File: config.mk
export PLATFORM = sky130hd
export DESIGN_NAME = video_timing_gen
export DESIGN_NICKNAME = d
export VERILOG_FILES = /design/src/rtl/video_timing_pkg.sv /design/src/rtl/video_axis_counter.sv /design/src/rtl/video_timing_gen.sv
export SDC_FILE = /design/constraint.sdc
export NUM_CORES = 1
export LEC_CHECK = 0
export ABC_CLOCK_PERIOD_IN_PS = 8400
export CORE_MARGIN = 2
export CORE_UTILIZATION = 45
export CTS_CLUSTER_DIAMETER = 100
export CTS_CLUSTER_SIZE = 40
export DETAILED_ROUTE_END_ITERATION = 8
export GPL_ROUTABILITY_DRIVEN = 0
export GPL_TIMING_DRIVEN = 1
export SYNTH_ARGS = -nofsm -noshare
export SYNTH_HDL_FRONTEND = slang
export SYNTH_HIERARCHICAL = 1
export SYNTH_SLANG_ARGS = --single-unit
File: constraint.sdc
create_clock -name vga_clk -period 8.4 [get_ports vga_clk]
set_input_delay 0.84 -clock vga_clk [delete_from_list [all_inputs] [get_ports vga_clk]]
set_output_delay 0.84 -clock vga_clk [all_outputs]
set_load 0.02 [all_outputs]
File: src/rtl/video_timing_pkg.sv
`default_nettype none
// ============================================================================
//  Module      : video_timing_pkg
//  Description : Shared definitions for the video timing generator: the
//                timing-mode index type, default per-mode timing constants
//                and a helper that sums the four segments of one axis.
//  Ports       : none (package)
//  Revision    : 1.0 - initial release
// ============================================================================
package video_timing_pkg;

  typedef enum logic {
    MODE_0 = 1'b0,
    MODE_1 = 1'b1
  } vt_mode_e;

  // Mode 0 defaults: 640x480, negative syncs
  localparam int C_M0_H_ACT  = 640;
  localparam int C_M0_H_FP   = 16;
  localparam int C_M0_H_SYNC = 96;
  localparam int C_M0_H_BP   = 48;
  localparam int C_M0_V_ACT  = 480;
  localparam int C_M0_V_FP   = 10;
  localparam int C_M0_V_SYNC = 2;
  localparam int C_M0_V_BP   = 33;
  localparam int C_M0_HS_POL = 0;
  localparam int C_M0_VS_POL = 0;

  // Mode 1 defaults: 800x600, positive syncs
  localparam int C_M1_H_ACT  = 800;
  localparam int C_M1_H_FP   = 40;
  localparam int C_M1_H_SYNC = 128;
  localparam int C_M1_H_BP   = 88;
  localparam int C_M1_V_ACT  = 600;
  localparam int C_M1_V_FP   = 1;
  localparam int C_M1_V_SYNC = 4;
  localparam int C_M1_V_BP   = 23;
  localparam int C_M1_HS_POL = 1;
  localparam int C_M1_VS_POL = 1;

  localparam int C_CNT_W = 11;

  // Total length of one axis (pixels per line or lines per frame)
  function automatic int vt_total(input int sync, input int bp, input int act, input int fp);
    return sync + bp + act + fp;
  endfunction

endpackage
`default_nettype wire

File: src/rtl/video_axis_counter.sv
`default_nettype none
// ============================================================================
//  Module      : video_axis_counter
//  Description : Single-axis wrapping counter with sync/active region flags.
//                The segment boundaries arrive as run-time inputs so the
//                parent can switch between timing modes.
//  Ports       : clk, rst_n     - clock, async active-low reset
//                i_en           - advance the counter this cycle
//                i_last         - final count before wrapping to 0
//                i_sync_end     - first count after the sync region
//                i_act_start    - first active count
//                i_act_end      - first count after the active region
//                o_cnt          - current count
//                o_last         - count equals i_last
//                o_sync, o_act  - count lies in sync / active region
//  Revision    : 1.0 - initial release
// ============================================================================
module video_axis_counter #(
  parameter int CNT_W = 11
) (
  input  logic             clk,
  input  logic             rst_n,
  input  logic             i_en,
  input  logic [CNT_W-1:0] i_last,
  input  logic [CNT_W-1:0] i_sync_end,
  input  logic [CNT_W-1:0] i_act_start,
  input  logic [CNT_W-1:0] i_act_end,
  output logic [CNT_W-1:0] o_cnt,
  output logic             o_last,
  output logic             o_sync,
  output logic             o_act
);

  logic [CNT_W-1:0] r_cnt;
  logic             w_last;

  // Equality wrap keeps the counter inside [0, i_last] whatever CNT_W is
  assign w_last = (r_cnt == i_last);

  always_ff @(posedge clk or negedge rst_n) begin
    if (!rst_n) begin
      r_cnt <= '0;
    end else if (i_en) begin
      r_cnt <= w_last ? '0 : r_cnt + CNT_W'(1);
    end
  end

  assign o_cnt  = r_cnt;
  assign o_last = w_last;
  assign o_sync = (r_cnt < i_sync_end);
  assign o_act  = (r_cnt >= i_act_start) && (r_cnt < i_act_end);

endmodule
`default_nettype wire

File: src/rtl/video_timing_gen.sv
`default_nettype none
// ============================================================================
//  Module      : video_timing_gen
//  Description : Two-mode raster timing generator. Line/frame layout is
//                sync, back porch, active, front porch on both axes. The
//                requested mode is captured on the last pixel of a frame and
//                applies from the next (0,0). All outputs are registered one
//                cycle after the counter state.
//  Ports       : vga_clk      - pixel clock
//                reset_n      - async active-low reset
//                mode_sel     - requested timing mode
//                HS, VS       - syncs, asserted level per active mode
//                blank_n      - high in the active picture
//                pix_x, pix_y - active-area coordinates, 0 when blanked
//                line_start   - pulse at h=0
//                frame_start  - pulse at h=0, v=0
//                cur_mode     - mode in effect for the current output
//  Revision    : 1.0 - initial release
// ============================================================================
module video_timing_gen
  import video_timing_pkg::*;
#(
  parameter int M0_H_ACT  = C_M0_H_ACT,
  parameter int M0_H_FP   = C_M0_H_FP,
  parameter int M0_H_SYNC = C_M0_H_SYNC,
  parameter int M0_H_BP   = C_M0_H_BP,
  parameter int M0_V_ACT  = C_M0_V_ACT,
  parameter int M0_V_FP   = C_M0_V_FP,
  parameter int M0_V_SYNC = C_M0_V_SYNC,
  parameter int M0_V_BP   = C_M0_V_BP,
  parameter int M1_H_ACT  = C_M1_H_ACT,
  parameter int M1_H_FP   = C_M1_H_FP,
  parameter int M1_H_SYNC = C_M1_H_SYNC,
  parameter int M1_H_BP   = C_M1_H_BP,
  parameter int M1_V_ACT  = C_M1_V_ACT,
  parameter int M1_V_FP   = C_M1_V_FP,
  parameter int M1_V_SYNC = C_M1_V_SYNC,
  parameter int M1_V_BP   = C_M1_V_BP,
  parameter int M0_HS_POL = C_M0_HS_POL,
  parameter int M0_VS_POL = C_M0_VS_POL,
  parameter int M1_HS_POL = C_M1_HS_POL,
  parameter int M1_VS_POL = C_M1_VS_POL,
  parameter int CNT_W     = C_CNT_W
) (
  input  logic             vga_clk,
  input  logic             reset_n,
  input  logic             mode_sel,
  output logic             HS,
  output logic             VS,
  output logic             blank_n,
  output logic [CNT_W-1:0] pix_x,
  output logic [CNT_W-1:0] pix_y,
  output logic             line_start,
  output logic             frame_start,
  output logic             cur_mode
);

  // Segment boundaries per mode, as counter values
  localparam logic [CNT_W-1:0] C_M0_H_LAST  = CNT_W'(vt_total(M0_H_SYNC, M0_H_BP, M0_H_ACT, M0_H_FP) - 1);
  localparam logic [CNT_W-1:0] C_M0_H_SEND  = CNT_W'(M0_H_SYNC);
  localparam logic [CNT_W-1:0] C_M0_H_ASTA  = CNT_W'(M0_H_SYNC + M0_H_BP);
  localparam logic [CNT_W-1:0] C_M0_H_AEND  = CNT_W'(M0_H_SYNC + M0_H_BP + M0_H_ACT);
  localparam logic [CNT_W-1:0] C_M0_V_LAST  = CNT_W'(vt_total(M0_V_SYNC, M0_V_BP, M0_V_ACT, M0_V_FP) - 1);
  localparam logic [CNT_W-1:0] C_M0_V_SEND  = CNT_W'(M0_V_SYNC);
  localparam logic [CNT_W-1:0] C_M0_V_ASTA  = CNT_W'(M0_V_SYNC + M0_V_BP);
  localparam logic [CNT_W-1:0] C_M0_V_AEND  = CNT_W'(M0_V_SYNC + M0_V_BP + M0_V_ACT);
  localparam logic [CNT_W-1:0] C_M1_H_LAST  = CNT_W'(vt_total(M1_H_SYNC, M1_H_BP, M1_H_ACT, M1_H_FP) - 1);
  localparam logic [CNT_W-1:0] C_M1_H_SEND  = CNT_W'(M1_H_SYNC);
  localparam logic [CNT_W-1:0] C_M1_H_ASTA  = CNT_W'(M1_H_SYNC + M1_H_BP);
  localparam logic [CNT_W-1:0] C_M1_H_AEND  = CNT_W'(M1_H_SYNC + M1_H_BP + M1_H_ACT);
  localparam logic [CNT_W-1:0] C_M1_V_LAST  = CNT_W'(vt_total(M1_V_SYNC, M1_V_BP, M1_V_ACT, M1_V_FP) - 1);
  localparam logic [CNT_W-1:0] C_M1_V_SEND  = CNT_W'(M1_V_SYNC);
  localparam logic [CNT_W-1:0] C_M1_V_ASTA  = CNT_W'(M1_V_SYNC + M1_V_BP);
  localparam logic [CNT_W-1:0] C_M1_V_AEND  = CNT_W'(M1_V_SYNC + M1_V_BP + M1_V_ACT);

  localparam logic C_M0_HS = (M0_HS_POL != 0);
  localparam logic C_M0_VS = (M0_VS_POL != 0);
  localparam logic C_M1_HS = (M1_HS_POL != 0);
  localparam logic C_M1_VS = (M1_VS_POL != 0);

  vt_mode_e         r_mode;
  logic             w_m1;
  logic [CNT_W-1:0] w_h_last, w_h_send, w_h_asta, w_h_aend;
  logic [CNT_W-1:0] w_v_last, w_v_send, w_v_asta, w_v_aend;
  logic [CNT_W-1:0] w_h_cnt, w_v_cnt;
  logic             w_h_wrap, w_h_sync, w_h_act;
  logic             w_v_wrap, w_v_sync, w_v_act;
  logic             w_hs_pol, w_vs_pol, w_active;

  assign w_m1     = (r_mode == MODE_1);
  assign w_h_last = w_m1 ? C_M1_H_LAST : C_M0_H_LAST;
  assign w_h_send = w_m1 ? C_M1_H_SEND : C_M0_H_SEND;
  assign w_h_asta = w_m1 ? C_M1_H_ASTA : C_M0_H_ASTA;
  assign w_h_aend = w_m1 ? C_M1_H_AEND : C_M0_H_AEND;
  assign w_v_last = w_m1 ? C_M1_V_LAST : C_M0_V_LAST;
  assign w_v_send = w_m1 ? C_M1_V_SEND : C_M0_V_SEND;
  assign w_v_asta = w_m1 ? C_M1_V_ASTA : C_M0_V_ASTA;
  assign w_v_aend = w_m1 ? C_M1_V_AEND : C_M0_V_AEND;
  assign w_hs_pol = w_m1 ? C_M1_HS : C_M0_HS;
  assign w_vs_pol = w_m1 ? C_M1_VS : C_M0_VS;

  video_axis_counter #(.CNT_W(CNT_W)) u_h_axis (
    .clk         (vga_clk),
    .rst_n       (reset_n),
    .i_en        (1'b1),
    .i_last      (w_h_last),
    .i_sync_end  (w_h_send),
    .i_act_start (w_h_asta),
    .i_act_end   (w_h_aend),
    .o_cnt       (w_h_cnt),
    .o_last      (w_h_wrap),
    .o_sync      (w_h_sync),
    .o_act       (w_h_act)
  );

  video_axis_counter #(.CNT_W(CNT_W)) u_v_axis (
    .clk         (vga_clk),
    .rst_n       (reset_n),
    .i_en        (w_h_wrap),
    .i_last      (w_v_last),
    .i_sync_end  (w_v_send),
    .i_act_start (w_v_asta),
    .i_act_end   (w_v_aend),
    .o_cnt       (w_v_cnt),
    .o_last      (w_v_wrap),
    .o_sync      (w_v_sync),
    .o_act       (w_v_act)
  );

  assign w_active = w_h_act & w_v_act;

  // The mode register changes on the same edge the counters wrap to (0,0),
  // so the new frame is laid out entirely with the new mode's limits.
  always_ff @(posedge vga_clk or negedge reset_n) begin
    if (!reset_n) begin
      r_mode <= MODE_0;
    end else if (w_h_wrap && w_v_wrap) begin
      r_mode <= vt_mode_e'(mode_sel);
    end
  end

  // Output stage: everything derived from the same counter state, one cycle later
  always_ff @(posedge vga_clk or negedge reset_n) begin
    if (!reset_n) begin
      HS          <= ~C_M0_HS;
      VS          <= ~C_M0_VS;
      blank_n     <= 1'b0;
      pix_x       <= '0;
      pix_y       <= '0;
      line_start  <= 1'b0;
      frame_start <= 1'b0;
      cur_mode    <= 1'b0;
    end else begin
      HS          <= w_h_sync ? w_hs_pol : ~w_hs_pol;
      VS          <= w_v_sync ? w_vs_pol : ~w_vs_pol;
      blank_n     <= w_active;
      pix_x       <= w_active ? (w_h_cnt - w_h_asta) : '0;
      pix_y       <= w_active ? (w_v_cnt - w_v_asta) : '0;
      line_start  <= (w_h_cnt == '0);
      frame_start <= (w_h_cnt == '0) && (w_v_cnt == '0);
      cur_mode    <= w_m1;
    end
  end

endmodule
`default_nettype wire
Yosys cells after proc, flatten, opt, wreduce, memory -nomap -nowiden
Cells that the tools add are included.
{"block": "word_totals", "register_bits": 51, "in_bits": 3, "output_inout_bits": 28}
{"block": "classes", "add_sub_neg": 4, "order_cmp": 6, "n_eq_ne": 2, "mux": 15, "n_bitwise": 2, "n_reduce_logical": 6}
{"op": "11-bit two-way mux", "count": 5}
{"op": "11-bit by 1-bit adder with 11-bit output, second input constant", "count": 2}
{"op": "11-bit logical NOT", "count": 2}
{"op": "11-bit by 10-bit less-than comparator with 1-bit output", "count": 2}
{"op": "7-bit two-way mux", "count": 3}
{"op": "8-bit two-way mux", "count": 2}
{"op": "11-bit by 10-bit equality test with 1-bit output", "count": 1}
{"op": "11-bit equality test", "count": 1}
{"op": "11-bit by 6-bit greater-or-equal comparator with 1-bit output", "count": 1}
{"op": "11-bit by 8-bit greater-or-equal comparator with 1-bit output", "count": 1}
{"op": "11-bit by 3-bit less-than comparator with 1-bit output", "count": 1}
{"op": "11-bit by 8-bit less-than comparator with 1-bit output", "count": 1}
{"op": "11-bit by 6-bit subtractor with 11-bit output", "count": 1}
{"op": "11-bit by 8-bit subtractor with 11-bit output", "count": 1}
{"op": "6-bit two-way mux", "count": 1}
{"op": "1-bit logical AND", "count": 4}
{"op": "1-bit two-way mux", "count": 3}
{"op": "3-bit two-way mux", "count": 1}
{"op": "1-bit bitwise AND", "count": 1}
{"op": "1-bit NOT", "count": 1}

Depth between registers and ports, before layout
{"block": "depth", "depth_word": 5, "ltp_mapped": 11}

By module
Netlist, hierarchy kept.
{"module": "video_axis_counter", "n_inst": 2, "cells_each": 178, "area_per_inst_um2": 1401.3}
{"module": "video_timing_gen", "n_inst": 1, "cells_each": 123, "area_per_inst_um2": 1333.8}

Worst setup path after synthesis
Ideal clock, no wire load.
{"block": "synth_timing", "path_type": "reg-to-reg", "startpoint": "register r_mode", "endpoint": "register pix_y[10]", "setup_time_ns": 0.066, "arrival_ns": 2.827, "required_ns": 8.334, "path_slack_ns": 5.507, "stages_incl_launch_ff": 11, "path_buffers": 0, "cell_sequence": "dfrtp_1 inv_1 inv_1 ha_1 nand4_1 a21oi_1 o21ai_0 a211oi_1 nand2_1 or4_1 nand2_1"}
{"block": "synth_between", "elab_chain_cells": 5, "elab_cells_between_ends": 13, "cone_classes": "add/sub: 1; order compare: 4; mux: 5; bitwise: 1; reduce/logical: 2"}
{"element": "start: declaration", "line": "video_timing_gen.sv:81", "rtl": "vt_mode_e r_mode;"}
{"element": "start signal: assignment", "line": "video_timing_gen.sv:138", "rtl": "r_mode <= vt_mode_e'(mode_sel);"}
{"element": "6-bit two-way mux or 7-bit two-way mux (tied branches)", "line": "video_timing_gen.sv:97, video_timing_gen.sv:98"}
{"element": "11-bit by 6-bit greater-or-equal comparator with 1-bit output or 11-bit by 10-bit less-than comparator with 1-bit output (tied branches)", "line": "video_axis_counter.sv:51", "rtl": "assign o_act = (r_cnt >= i_act_start) && (r_cnt < i_act_end);"}
{"element": "1-bit logical AND (*)", "line": "video_axis_counter.sv:51"}
{"element": "net w_v_act", "line": "video_timing_gen.sv:87", "rtl": "logic w_v_wrap, w_v_sync, w_v_act;"}
{"element": "1-bit bitwise AND (*)", "line": "video_timing_gen.sv:130", "rtl": "assign w_active = w_h_act & w_v_act;"}
{"element": "11-bit two-way mux (*)", "line": "video_timing_gen.sv:158", "rtl": "pix_y <= w_active ? (w_v_cnt - w_v_asta) : '0;"}
{"element": "end signal: assignment", "line": "video_timing_gen.sv:158"}
{"element": "end: declaration", "line": "video_timing_gen.sv:52", "rtl": "output logic [CNT_W-1:0] pix_y,"}
Mark *: on every way through the listed nets, which the timed path passes. The rest lies on a longest branch.
A chain may end at the register's enable or synchronous reset.

Worst setup path after layout
Same ends and word-level chain as after synthesis.

==> results.ini <==
[timing]
rsz0062_at_grt=no
final.setup.tns_ns=0
min_period_ns=3.960
tightest_slew_ns=1.039
finClkSkew_ns=0.01106
worst_hold_slack_ns=0.6357
slew_violations=0
maxSlewHeadroom=0.3070
fmax_mhz=252.5
setup_viol=0
period_share=0.4715
hold_viol=0
fin_ws_ns=4.440

[clocking]
cts_resized=0
numCtsBuffers=5
clkTransAtPathRegs_ns=0.10
cts_hold_buf=0
htreeDepth=2
clk_latency_ns=0.32
clockBufferDepth=2
cts_tree=built
cts-root-buf=clkbuf_8
cts_setup_buffers=0
cts.sinks=51

[layout]
final_design_area_no_fill_sq_um=4883
final_util=0.5546
layout_commonest_cell=ha_1
fin_nets=648
n_fill_cell=816
multi_input_area_sq_um=2798
drive_above_1_share=0.02967
area_growth_pct=18.06
diodes=0
seq_area_sq_um=1279
layout_common_cells=ha_1, inv_1, conb_1

[placed_design]
placed_area_sq_um=4777
io_buffers=30
hpwl_mm=6.665
dpl_worst_slack_ns=4.528

[worst_setup_path]
critPathSlowestCell=dfrtp_1
cp-start-kind=flop
end_kind=flop
path_cells=inv_1 -> inv_1 -> ha_1 -> nand4_1 -> a21oi_1 -> o21ai_0 -> a211oi_1 -> nand2_1 -> or4_1 -> nand2_1
critPathMaxStageDelay_ns=1.04
required_ns=8.66
cp.arrival_ns=4.22
critical_path.max_fanout=26
timing_worst_setup_path_type=reg -> reg

[routing]
vias_per_cell=5.040
drc=0
first_iter_violations=151
wl_per_cell_um=13.59
wl_mm=9.254
first_pass_iters=4
drtAntennaViolNets=0
vias=3432

[global_route]
grt_max_degree=52
antenna_found_initial=0
overflow=0
grtUsageTotal=0.2050
grt_pass1_wl_mm=16.34
grt_pass1_vias=3366

[power]
net-switching-power_uw=184.3
p_comb_frac=0.193
p_seq_frac=0.501
swShare=0.3196
powerDensity_nw_per_um2=118.1
leakage_nw=2.550
internal_power_uw=392.4
ir_drop_v=0.0001209
clock_power_share=0.306

[yosys]
ys_seq_area_frac=0.3091
synth_cell_types=40
synth_top_area_share=0.2964
yosys_warnings=6
synthTopCellsByArea=dfrtp_1, ha_1, xor2_1
syn_area_sq_um=4136
syn_avg_cell_area_sq_um=8.636
ys_seq_elements=51
synth_cells=479
yosysTopAreaCell=dfrtp_1

[flow_run]
max-cap-violations=0

[floorplanning]
fp.dieArea_sq_um=9975
rows=34
num_io_pins=31
die_w_um=99.88
initial_core_util=0.4697
die_y_um=99.88
coreArea_sq_um=8806

[min_path]
hold_class=in -> async

[status]
status=completed

==> state kept, by name, summed over array words and instances, names as in the netlist, 11 cells and up <==
signal and cells:
pix_y 11, u_h_axis/o_cnt 11, u_v_axis/o_cnt 11, pix_x 11
==> power groups by stage <==
stage               logic [mW]  registers, mW  clock network (mW)
floorplan               0.0823          0.280                   0
global placement         0.106          0.292                   0
detailed placement       0.110          0.292                   0
CTS                      0.111          0.287               0.184
global route             0.129          0.291               0.192
finish                   0.112          0.289               0.176
==> logic make-up after synthesis <==
| family | synth area share |
|---|---|
| simple gates | 0.1857 |
| flops | 0.3091 |
| buf+inv | 0.06987 |
| fa+ha+maj | 0.2178 |
| xor+xnor | 0.09105 |
| mux | 0.007562 |
| compound gates | 0.1171 |
| other cells | 0.001816 |
==> per-stage QoR <==
step / total power, mW / std cells
5_1_grt: 0.6124 / 681
6_report: 0.5767 / 681
2_1_floorplan: 0.3622 / 540
3_5_place_dp: 0.4025 / 674
4_1_cts: 0.5818 / 681
3_3_place_gp: 0.3974 / 674
==> critical path, delay by kind of cell, from the launching register on <==
kind | cells | cell delay [ns]
buffers and inverters | 2 | 0.65
adder cells (fa/ha/maj) | 1 | 0.16
AO/OA/AOI/OAI | 3 | 0.75
flip-flops | 1 | 1.04
AND/OR/NAND/NOR | 4 | 1.28
==> synth_stat cells <==
cell type,instances
ha_1,72
inv_1,70
dfrtp_1,49
a21oi_1,40
nor2_1,40
xor2_1,32
nand2_1,26
o21ai_0,20
nand3_1,17
nor3_1,14
and3_1,13
xnor2_1,11
nand4_1,8
nor4_1,7
a21o_1,6
nand2b_1,5
or4_1,5
a211oi_1,4
and4_1,4
o31ai_1,4
clkbuf_1,3
a311oi_1,2
and2b_1,2
buf_4,2
conb_1,2
dfstp_2,2
mux2i_1,2
o211ai_1,2
o21a_1,2
o21ai_2,2
or3b_1,2
a22oi_1,1
and4b_2,1
mux2_2,1
nor4b_1,1
o22ai_1,1
or2_1,1
or2b_1,1
or3_4,1
or4_2,1
==> path summary, 6_finish.rpt <==
kind                                          from         to  slack (ns)  cells past startpoint
worst max-delay path                        r_mode  pix_y[10]        4.44                     10
worst min-delay path                       reset_n   pix_x[4]        0.64                      2
worst max register to register              r_mode  pix_y[10]        4.44                     10
worst min register to register  u_h_axis/o_cnt[10]  pix_x[10]        0.75                      2
max in group asynchronous                  reset_n   pix_x[8]        7.34                      2
min in group vga_clk            u_h_axis/o_cnt[10]  pix_x[10]        0.75                      2
==> per-layer routing <==
layer	GRT usage	up-vias	part of all wire
met4	0.04426	0	0.0085
met2	0.3389	63	0.45
met5	0	-	0
li1	-	1784	-
met3	0.02786	7	0.042
met1	0.2886	1578	0.50
==> area by class of cell <==
cell class	count	area share
Clock buffer	5	0.01409
Clock inverter	2	0.007686
Inverter	70	0.05380
Multi-Input combinational cell	414	0.5729
Sequential cell	51	0.2619
Tap cell	108	0.02767
Timing Repair Buffer	31	0.06200
(Power assumes the default switching activity.)
